$ cat src/rtl/nios2_oci_trace_pkg.sv
// Shared types and constants for the Nios II OCI data-trace capture buffer.
//   trace_state_e : capture FSM states (encoding is visible on the state port)
//   TRACE_STOP/WRAP : full-buffer policy selectors for WRAP_MODE
//   trace_rec_t   : one stored record (trace word plus DCT count) at default widths
package nios2_oci_trace_pkg;

  typedef enum logic [1:0] {
    StCapture = 2'd0,
    StDrain   = 2'd1,
    StDone    = 2'd2
  } trace_state_e;

  // Full-buffer policy: drop the incoming record, or overwrite the oldest one.
  localparam int unsigned TRACE_STOP = 0;
  localparam int unsigned TRACE_WRAP = 1;

  localparam int unsigned TRACE_WORD_W  = 30;
  localparam int unsigned TRACE_COUNT_W = 4;

  typedef struct packed {
    logic [TRACE_WORD_W-1:0]  word;
    logic [TRACE_COUNT_W-1:0] count;
  } trace_rec_t;

endpackage

$ cat src/rtl/nios2_oci_trace_ram.sv
// Simple dual-port record store for the trace capture buffer.
// Synchronous write, registered read; contents are not reset.
// A read and write to the same address in one cycle returns the old contents.
//   clk     : clock
//   wr_en   : write strobe, wr_addr/wr_data : write port
//   rd_en   : read strobe,  rd_addr : read address, rd_data : registered read data
module nios2_oci_trace_ram #(
  parameter  int unsigned DEPTH  = 16,
  parameter  int unsigned WIDTH  = 34,
  localparam int unsigned ADDR_W = $clog2(DEPTH)
) (
  input  logic              clk,
  input  logic              wr_en,
  input  logic [ADDR_W-1:0] wr_addr,
  input  logic [WIDTH-1:0]  wr_data,
  input  logic              rd_en,
  input  logic [ADDR_W-1:0] rd_addr,
  output logic [WIDTH-1:0]  rd_data
);

  logic [WIDTH-1:0] mem [DEPTH];

  always_ff @(posedge clk) begin
    if (wr_en) begin
      mem[wr_addr] <= wr_data;
    end
  end

  always_ff @(posedge clk) begin
    if (rd_en) begin
      rd_data <= mem[rd_addr];
    end
  end

endmodule

$ cat src/rtl/nios2_oci_trace_capture.sv
// Capture buffer for the Nios II OCI data-trace stream.
// Records valid, nonzero-count dct_buffer/dct_count pairs into a circular store while capturing,
// then drains on request once the test signals its end.
//   clk, reset_n            : clock, asynchronous active-low reset
//   dct_buffer/count/valid  : incoming trace record
//   test_ending/has_ended   : end-of-capture and test-complete levels
//   rd_req                  : pop request; rd_valid/rd_word/rd_count return data one cycle later
//   rd_err                  : pop request seen while empty (same latency as rd_valid)
//   level, overflow, drop_cnt, state, done : status
module nios2_oci_trace_capture
  import nios2_oci_trace_pkg::*;
#(
  parameter  int unsigned WORD_W    = TRACE_WORD_W,
  parameter  int unsigned COUNT_W   = TRACE_COUNT_W,
  parameter  int unsigned DEPTH     = 16,
  parameter  int unsigned WRAP_MODE = TRACE_STOP,
  parameter  int unsigned DROP_W    = 16,
  localparam int unsigned LEVEL_W   = $clog2(DEPTH + 1)
) (
  input  logic               clk,
  input  logic               reset_n,
  input  logic [WORD_W-1:0]  dct_buffer,
  input  logic [COUNT_W-1:0] dct_count,
  input  logic               dct_valid,
  input  logic               test_ending,
  input  logic               test_has_ended,
  input  logic               rd_req,
  output logic               rd_valid,
  output logic [WORD_W-1:0]  rd_word,
  output logic [COUNT_W-1:0] rd_count,
  output logic               rd_err,
  output logic [LEVEL_W-1:0] level,
  output logic               overflow,
  output logic [DROP_W-1:0]  drop_cnt,
  output logic [1:0]         state,
  output logic               done
);

  localparam int unsigned PTR_W = $clog2(DEPTH);
  localparam int unsigned REC_W = WORD_W + COUNT_W;

  trace_state_e       state_q, state_d;
  logic [PTR_W-1:0]   wr_ptr_q, wr_ptr_d;
  logic [PTR_W-1:0]   rd_ptr_q, rd_ptr_d;
  logic [LEVEL_W-1:0] level_q, level_d;
  logic               overflow_q, overflow_d;
  logic [DROP_W-1:0]  drop_cnt_q, drop_cnt_d;
  logic               done_q;
  logic               pop_q, underflow_q;
  logic               rd_valid_q, rd_err_q;
  logic [WORD_W-1:0]  rd_word_q;
  logic [COUNT_W-1:0] rd_count_q;

  logic             push, pop, underflow, full, empty;
  logic             wr_en, overwrite, drop;
  logic [REC_W-1:0] ram_rdata;

  always_comb begin
    push      = (state_q == StCapture) && dct_valid && (dct_count != '0);
    empty     = (level_q == '0);
    full      = (level_q == LEVEL_W'(DEPTH));
    pop       = rd_req && !empty;
    underflow = rd_req && empty;

    wr_en     = 1'b0;
    overwrite = 1'b0;
    drop      = 1'b0;
    if (push) begin
      if (!full || pop) begin
        wr_en = 1'b1;
      end else if (WRAP_MODE == TRACE_WRAP) begin
        // When full the write pointer equals the read pointer, so this write lands on the
        // oldest record; advancing the read pointer discards it.
        wr_en     = 1'b1;
        overwrite = 1'b1;
        drop      = 1'b1;
      end else begin
        drop = 1'b1;
      end
    end

    wr_ptr_d = wr_en ? wr_ptr_q + PTR_W'(1) : wr_ptr_q;
    rd_ptr_d = (pop || overwrite) ? rd_ptr_q + PTR_W'(1) : rd_ptr_q;

    level_d = level_q;
    if (wr_en && !overwrite && !pop) begin
      level_d = level_q + LEVEL_W'(1);
    end else if (pop && !wr_en) begin
      level_d = level_q - LEVEL_W'(1);
    end

    overflow_d = overflow_q | drop;
    drop_cnt_d = (drop && (drop_cnt_q != '1)) ? drop_cnt_q + DROP_W'(1) : drop_cnt_q;
  end

  always_comb begin
    state_d = state_q;
    unique case (state_q)
      StCapture: if (test_ending || test_has_ended) state_d = StDrain;
      // Empty is judged after any pop in this same cycle.
      StDrain:   if (test_has_ended && (level_d == '0)) state_d = StDone;
      StDone:    state_d = StDone;
      default:   state_d = StCapture;
    endcase
  end

  nios2_oci_trace_ram #(
    .DEPTH (DEPTH),
    .WIDTH (REC_W)
  ) u_ram (
    .clk     (clk),
    .wr_en   (wr_en),
    .wr_addr (wr_ptr_q),
    .wr_data ({dct_buffer, dct_count}),
    .rd_en   (pop),
    .rd_addr (rd_ptr_q),
    .rd_data (ram_rdata)
  );

  always_ff @(posedge clk or negedge reset_n) begin
    if (!reset_n) begin
      state_q     <= StCapture;
      done_q      <= 1'b0;
      wr_ptr_q    <= '0;
      rd_ptr_q    <= '0;
      level_q     <= '0;
      overflow_q  <= 1'b0;
      drop_cnt_q  <= '0;
      pop_q       <= 1'b0;
      underflow_q <= 1'b0;
      rd_valid_q  <= 1'b0;
      rd_err_q    <= 1'b0;
      rd_word_q   <= '0;
      rd_count_q  <= '0;
    end else begin
      state_q     <= state_d;
      done_q      <= (state_d == StDone);
      wr_ptr_q    <= wr_ptr_d;
      rd_ptr_q    <= rd_ptr_d;
      level_q     <= level_d;
      overflow_q  <= overflow_d;
      drop_cnt_q  <= drop_cnt_d;
      // RAM read data lands one edge after the pop; it is then registered onto the outputs.
      pop_q       <= pop;
      underflow_q <= underflow;
      rd_valid_q  <= pop_q;
      rd_err_q    <= underflow_q;
      if (pop_q) begin
        rd_word_q  <= ram_rdata[REC_W-1:COUNT_W];
        rd_count_q <= ram_rdata[COUNT_W-1:0];
      end
    end
  end

  assign rd_valid = rd_valid_q;
  assign rd_err   = rd_err_q;
  assign rd_word  = rd_word_q;
  assign rd_count = rd_count_q;
  assign level    = level_q;
  assign overflow = overflow_q;
  assign drop_cnt = drop_cnt_q;
  assign state    = state_q;
  assign done     = done_q;

endmodule

$ cat config.mk
export PLATFORM = sky130hd
export DESIGN_NAME = nios2_oci_trace_capture
export DESIGN_NICKNAME = d
export VERILOG_FILES = /design/src/rtl/nios2_oci_trace_pkg.sv /design/src/rtl/nios2_oci_trace_ram.sv /design/src/rtl/nios2_oci_trace_capture.sv
export SDC_FILE = /design/constraint.sdc
export NUM_CORES = 1
export LEC_CHECK = 0
export BUFFER_PORTS_ARGS = -buffer_cell sky130_fd_sc_hd__buf_2
export CAP_MARGIN = 10
export CORE_UTILIZATION = 42
export CTS_CLUSTER_SIZE = 10
export DETAILED_ROUTE_END_ITERATION = 12
export PLACE_DENSITY = 0.67
export SLEW_MARGIN = 15
export SYNTH_ARGS = -nofsm -noshare
export SYNTH_HDL_FRONTEND = slang
export SYNTH_SLANG_ARGS = --single-unit
$ cat constraint.sdc
create_clock -name clk -period 7.55 [get_ports clk]
set_input_delay 0 -clock clk [delete_from_list [all_inputs] [get_ports clk]]
set_output_delay 0 -clock clk [all_outputs]
set_load 0.02 [all_outputs]
* Word-level counts from Yosys, hierarchy flattened
Memories as Yosys holds them, arrays and structs flattened. A register that Yosys moved wholly into a read port is not among the register bits.
Cells that the tools add are included.
** Storage, ports and cells
- Memory bits (writable) :: 544
- Input bits :: 40
- Logic and storage cells :: 54
- Memories kept :: 1
- Output and inout port bits :: 61
- Bits in registers :: 71
** Cells by class
- Muxes and demuxes :: 11
- Equal/unequal tests :: 5
- Add/subtract/negate cells :: 5
- Bitwise logic cells :: 1
- Reductions and logical operators :: 18
** Memories
- u_ram.mem :: words 16, bits a word 34, rd ports 1, clocked after memory_dff 1, wr ports 1, line nios2_oci_trace_ram.sv:21 : logic [WIDTH-1:0] mem [DEPTH];
** Operators by type and width (count)
- 16-bit by 1-bit adder with 16-bit output (second input constant) :: 1
- 16-bit != test (second input constant) :: 1
- 5-bit logical NOT :: 2
- 5-bit 2-to-1 mux :: 2
- 4-bit by 1-bit adder with 4-bit output (second input constant) :: 2
- 1-bit logical AND :: 8
- 1-bit 2-to-1 mux :: 6
- 2-bit case mux with 3 select lines :: 1
- 5-bit by 1-bit adder with 5-bit output (second input constant) :: 1
- 5-bit equality test (second input constant) :: 1
- 5-bit by 1-bit subtractor with 5-bit output (second input constant) :: 1
- 2-bit equality test (second input constant) :: 2
- 1-bit logical NOT :: 4
- 2-bit 2-to-1 mux :: 2
- 4-bit nonzero test :: 1
- 2-bit by 1-bit equality test with 1-bit output (second input constant) :: 1
- 2-bit logical NOT :: 1
- 1-bit logical OR :: 2
- 1-bit OR :: 1

* Longest topological paths before layout
- Word-level depth :: 15
- Gate-level depth with buffers :: 9
- Gate-level depth less buffers :: 9

* By module
Synthesis repeated with hierarchy kept, for this count alone.
** Second synthesis, totals
- Cell total of the unflattened synthesis :: 1109
- Area, all modules :: 24418.4 um2
** Modules (own cells, without submodules)
- nios2_oci_trace_ram :: sequential area each 17356.6 um2, area an instance 21416.8 um2, cells an instance 888, instances 1
- nios2_oci_trace_capture :: sequential area each 1776.7 um2, area an instance 3001.6 um2, cells an instance 221, instances 1

* Worst setup path before layout
Ideal clock, no wire load.
- Path type :: register to register
- Start :: register level_q[0] (netlist: level[0])
- End :: memory u_ram.mem[3][0], enable pin
- Buffers on the path :: 0
- Arrival :: 4.121 ns
- Cell stages (with the launch flop) :: 8
- Slack :: 2.962 ns
- Required time :: 7.083 ns
- Setup time :: 0.467 ns
- Clock period less this slack :: 4.588 ns
- Cell sequence :: dfrtp_1 -> inv_1 -> ha_1 -> nor3b_1 -> and2_1 -> nor2_1 -> nand2_1 -> nor3_1
** On the way
- Longest elaborated chain between the ends :: 8
- Elaborated cells between the ends (all ways) :: 10
- Classes of those cells :: 1 x eq/ne; 4 x mux; 5 x reduce/logical
** RTL lines
- start: declaration :: line nios2_oci_trace_capture.sv:45 : logic [LEVEL_W-1:0] level_q, level_d;
- start signal: assignment :: line nios2_oci_trace_capture.sv:140 : level_q <= level_d;
- 5-bit logical NOT :: line nios2_oci_trace_capture.sv:60 : empty = (level_q == '0);
- 1-bit logical NOT :: line nios2_oci_trace_capture.sv:62 : pop = rd_req && !empty;
- 1-bit logical AND :: line nios2_oci_trace_capture.sv:62
- 1-bit logical OR (*) :: line nios2_oci_trace_capture.sv:69 : if (!full || pop) begin
- 1-bit 2-to-1 mux (*) :: line nios2_oci_trace_capture.sv:69
- 1-bit 2-to-1 mux (*) :: line nios2_oci_trace_capture.sv:68 : if (push) begin
- 1-bit 2-to-1 mux (*) :: line nios2_oci_trace_ram.sv:24 : if (wr_en) begin
- 1-bit 2-to-1 mux (implied by the code) (*) :: line nios2_oci_trace_ram.sv:25 : mem[wr_addr] <= wr_data;
- end: declaration :: line nios2_oci_trace_ram.sv:21
Mark *: on every way between the ends. The rest lies on a longest branch, timed or not.

* Worst setup path in the final report
- Start :: register level_q[0] (netlist: level[0])
- End :: memory u_ram.mem[7][26], enable pin
The elaborated chain is that of the path after synthesis.

==> flow_metrics.tcl <==
set metrics [dict create \
    critPathRequiredTime_ps 7790 \
    die_w_um 243 \
    drive_gt1_frac 0.342 \
    ir_drop_uv 333 \
    fill_cells 4508 \
    portBuffers 100 \
    yosys.area.top_type "edfxtp_1" \
    synth_top_area_frac 0.709 \
    final-max-slew-violation-count 0 \
    path_cells "inv_1 > ha_1 > nor3b_1 > and2_1 > nor2_1 > nand2_1 > nor2_4 > buf_4" \
    antenna_left 0 \
    synth_top_family_by_area "multiplexers" \
    p_per_area_nw_per_um2 351 \
    period_share 0.478 \
    drt_iter0_markers 907 \
    p_leak_nw 9.50 \
    routed_wl_um 51000 \
    grt_usage 0.178 \
    synth_cells 1046 \
    fmax_mhz 277 \
    rsz0062_at_grt "no" \
    synth-xor-area-share 0.00895 \
    cts_buffers 75 \
    gp_congestion 0.750 \
    vias 11300 \
    tightest_slew_ps 985 \
    worstPathMaxFanout 21 \
    min_period_ps 3610 \
    postCtsSetupBuffers 0 \
    cts.sink_count 649 \
    clock_latency_ps 590 \
    area_delta_synth_final_pct 17.5 \
    fin_area_um2 28800 \
    cts_buffer_depth 3 \
    drc 0 \
    setup-tns-final_ps 0 \
    via_per_inst 5.46 \
    netlist_area_um2 24500 \
    nNetsFinal 1296 \
    finalHoldViolations 0 \
    grt_pass1_vias 12000 \
    core_area_um2 57600 \
    worstPathArrival_ps 3850 \
    cts.htree.levels 3 \
    cts_hold_buf 42 \
    dp_hpwl_um 26500 \
    synth-edff-count 578 \
    fp-row-count 88 \
    pwr-share-comb 0.217 \
    drv_cap 0 \
    pwr-share-clk 0.329 \
    synthTopCellsByArea "edfxtp_1 71%, mux4_2 16%, dfrtp_1 7.3%, mux2_2 1.6%, xnor2_1 0.50%" \
    wire_per_inst_um 24.6 \
    antenna_found_initial 2 \
    endpoint_kind "register" \
    synth_nets 1094 \
    synthAdderAreaFrac 0.00409 \
    dpl_cell_area_um2 26100 \
    postCtsResizedCells 0 \
    die-area_um2 59200 \
    synthFlopType "edfxtp_1" \
    p_int_mw 7.42 \
    max_stage_delay_ps 590 \
    status "completed" \
    drt_pass1_iterations 5 \
    p_seq_frac 0.454 \
    start_util 0.425 \
    swShare 0.264 \
    cp_slowest_cell "nor2_1" \
    max-slew-margin-rel 0.344 \
    p_switching_mw 2.66 \
    hp-class "input port to asynchronous set/reset pin" \
    clock_skew_ps 16.1 \
    cp-start-kind "register" \
    yosysSeqAreaShare 0.782 \
    ys_ff_latch 649 \
    pin_count 101 \
    setup_viol 0 \
    path_clk_slew_ps 50 \
    synth_compound_area_frac 0.00450 \
    grt_remaining_overflow 0 \
    p_total_mw 10.1 \
    synthArstFlopShare 0.109 \
    path_class "register to register" \
    synth_simple_gate_area_frac 0.0197 \
    grt_start_max_net_pins 110 \
    avgSynthCellArea_um2 23.4 \
    cts_tree "yes" \
    yosysWarnings 0 \
    die_h_um 243 \
    clockRootBuffer "clkbuf_16" \
    synth.distinct_cells 42 \
    grt_pass1_wl_um 77400 \
    synthMuxAreaShare 0.173 \
]
==> cells in the final DEF (no fill, tap or decap), types with 2 or more instances in the layout <==
cell	synthesis	layout
o41ai_1	2	2
xnor2_1	14	14
nand2b_1	4	4
nor2b_1	2	2
nand3_2	2	2
a21oi_1	2	2
dfrtp_1	71	66
clkbuf_1	24	51
xor2_1	11	11
mux4_2	170	170
nand3_1	8	8
nand4_1	10	10
nor3_1	6	2
edfxtp_1	578	578
inv_1	6	6
nand2_1	18	18
o21ai_0	4	4
buf_4	0	28
nor2_1	27	15
mux2_2	35	35
clkbuf_8	0	2
ha_1	8	8
buf_2	5	99
nor3b_1	2	2
dfrtp_4	0	2
dlygate4sd3_1	0	42
clkbuf_16	0	79
nor3_2	0	4
nor2_4	0	12
dfrtp_2	0	3
and3_1	3	3
==> cells in the mapped netlist (all sizes together) (2+ instances only) <==
master / count
a21oi: 2
and3: 3
buf: 21
clkbuf: 24
dfrtp: 71
edfxtp: 578
ha: 8
inv: 7
mux2: 35
mux4: 170
nand2: 20
nand2b: 4
nand3: 10
nand4: 10
nor2: 27
nor2b: 2
nor3: 6
nor3b: 2
o211ai: 2
o21ai: 4
o41ai: 2
or4: 2
xnor2: 14
xor2: 11
==> routing by layer <==
layer,vias up,global-route usage,part of all wire
met2,337,0.297,0.51
met3,68,0.0327,0.055
li1,4798,-,-
met4,2,0.0557,0.018
met1,6106,0.236,0.42
met5,-,0,0.00025
==> logic make-up after synthesis <==
group	count (synthesis)
xor+xnor	25
mux	205
compound gates	15
simple gates	92
fa+ha+maj	8
buf+inv	52
flops	649
==> critical path, delay by kind of cell (launching register included) <==
kind,cells,cell delay (ps)
flops,1,480
fa+ha+maj,1,240
simple gates,5,1940
buf+inv,2,560
==> through the flow <==
| step | util | cells | worst slack [ps] | hold slack [ps] |
|---|---|---|---|---|
| finish | 0.499 | 2071 | 3940 | 228 |
| global route | 0.499 | 2070 | 3720 | 305 |
| CTS | 0.499 | 2070 | 3900 | 252 |
| detailed placement | 0.453 | 1894 | 3950 | -128 |
| global placement | 0.453 | 1894 | 4090 | -128 |
| floorplan | - | 1046 | 2960 | -296 |
==> layout make-up <==
cell class,instances,area (um^2),share of cell area
Antenna cell,1,2.50,0.0000870
Clock buffer,132,2200,0.0764
Clock inverter,2,38.8,0.00135
Inverter,7,26.3,0.000914
Multi-Input combinational cell,345,5240,0.182
Sequential cell,649,19100,0.666
Tap cell,765,957,0.0333
Timing Repair Buffer,170,1150,0.0399
==> path summary, 6_finish.rpt <==
kind | start | to | slack, ps | cells past startpoint
hold reg to reg | underflow_q | rd_err | 360 | 0
setup reg to reg | level[0] | u_ram.mem[7][26] | 3940 | 8
setup / recovery | level[0] | u_ram.mem[7][26] | 3940 | 8
min in group clk | rd_req | underflow_q | 320 | 4
hold / removal | reset_n | rd_word[2] | 230 | 3
max in group asynchronous | reset_n | rd_word[5] | 6560 | 3
==> power groups by stage <==
stage	combinational [mW]	clock (mW)	sequential [mW]
global route	2.35	3.54	4.63
global placement	2.19	0	4.65
finish	2.19	3.32	4.57
floorplan	1.62	0	4.56
CTS	2.24	3.40	4.59
detailed placement	2.21	0	4.65
==> state kept, by name (all words and copies together), names as in the netlist <==
register and flops:
underflow_q 1, rd_err 1, overflow 1, rd_ptr_q 4, level 5, state 2, pop_q 1, wr_ptr_q 4
drop_cnt 16, rd_word 30, rd_valid 1, u_ram.mem 544, u_ram.rd_data 34, rd_count 4, done 1
No activity file was read; power rests on OpenSTA's default activity.
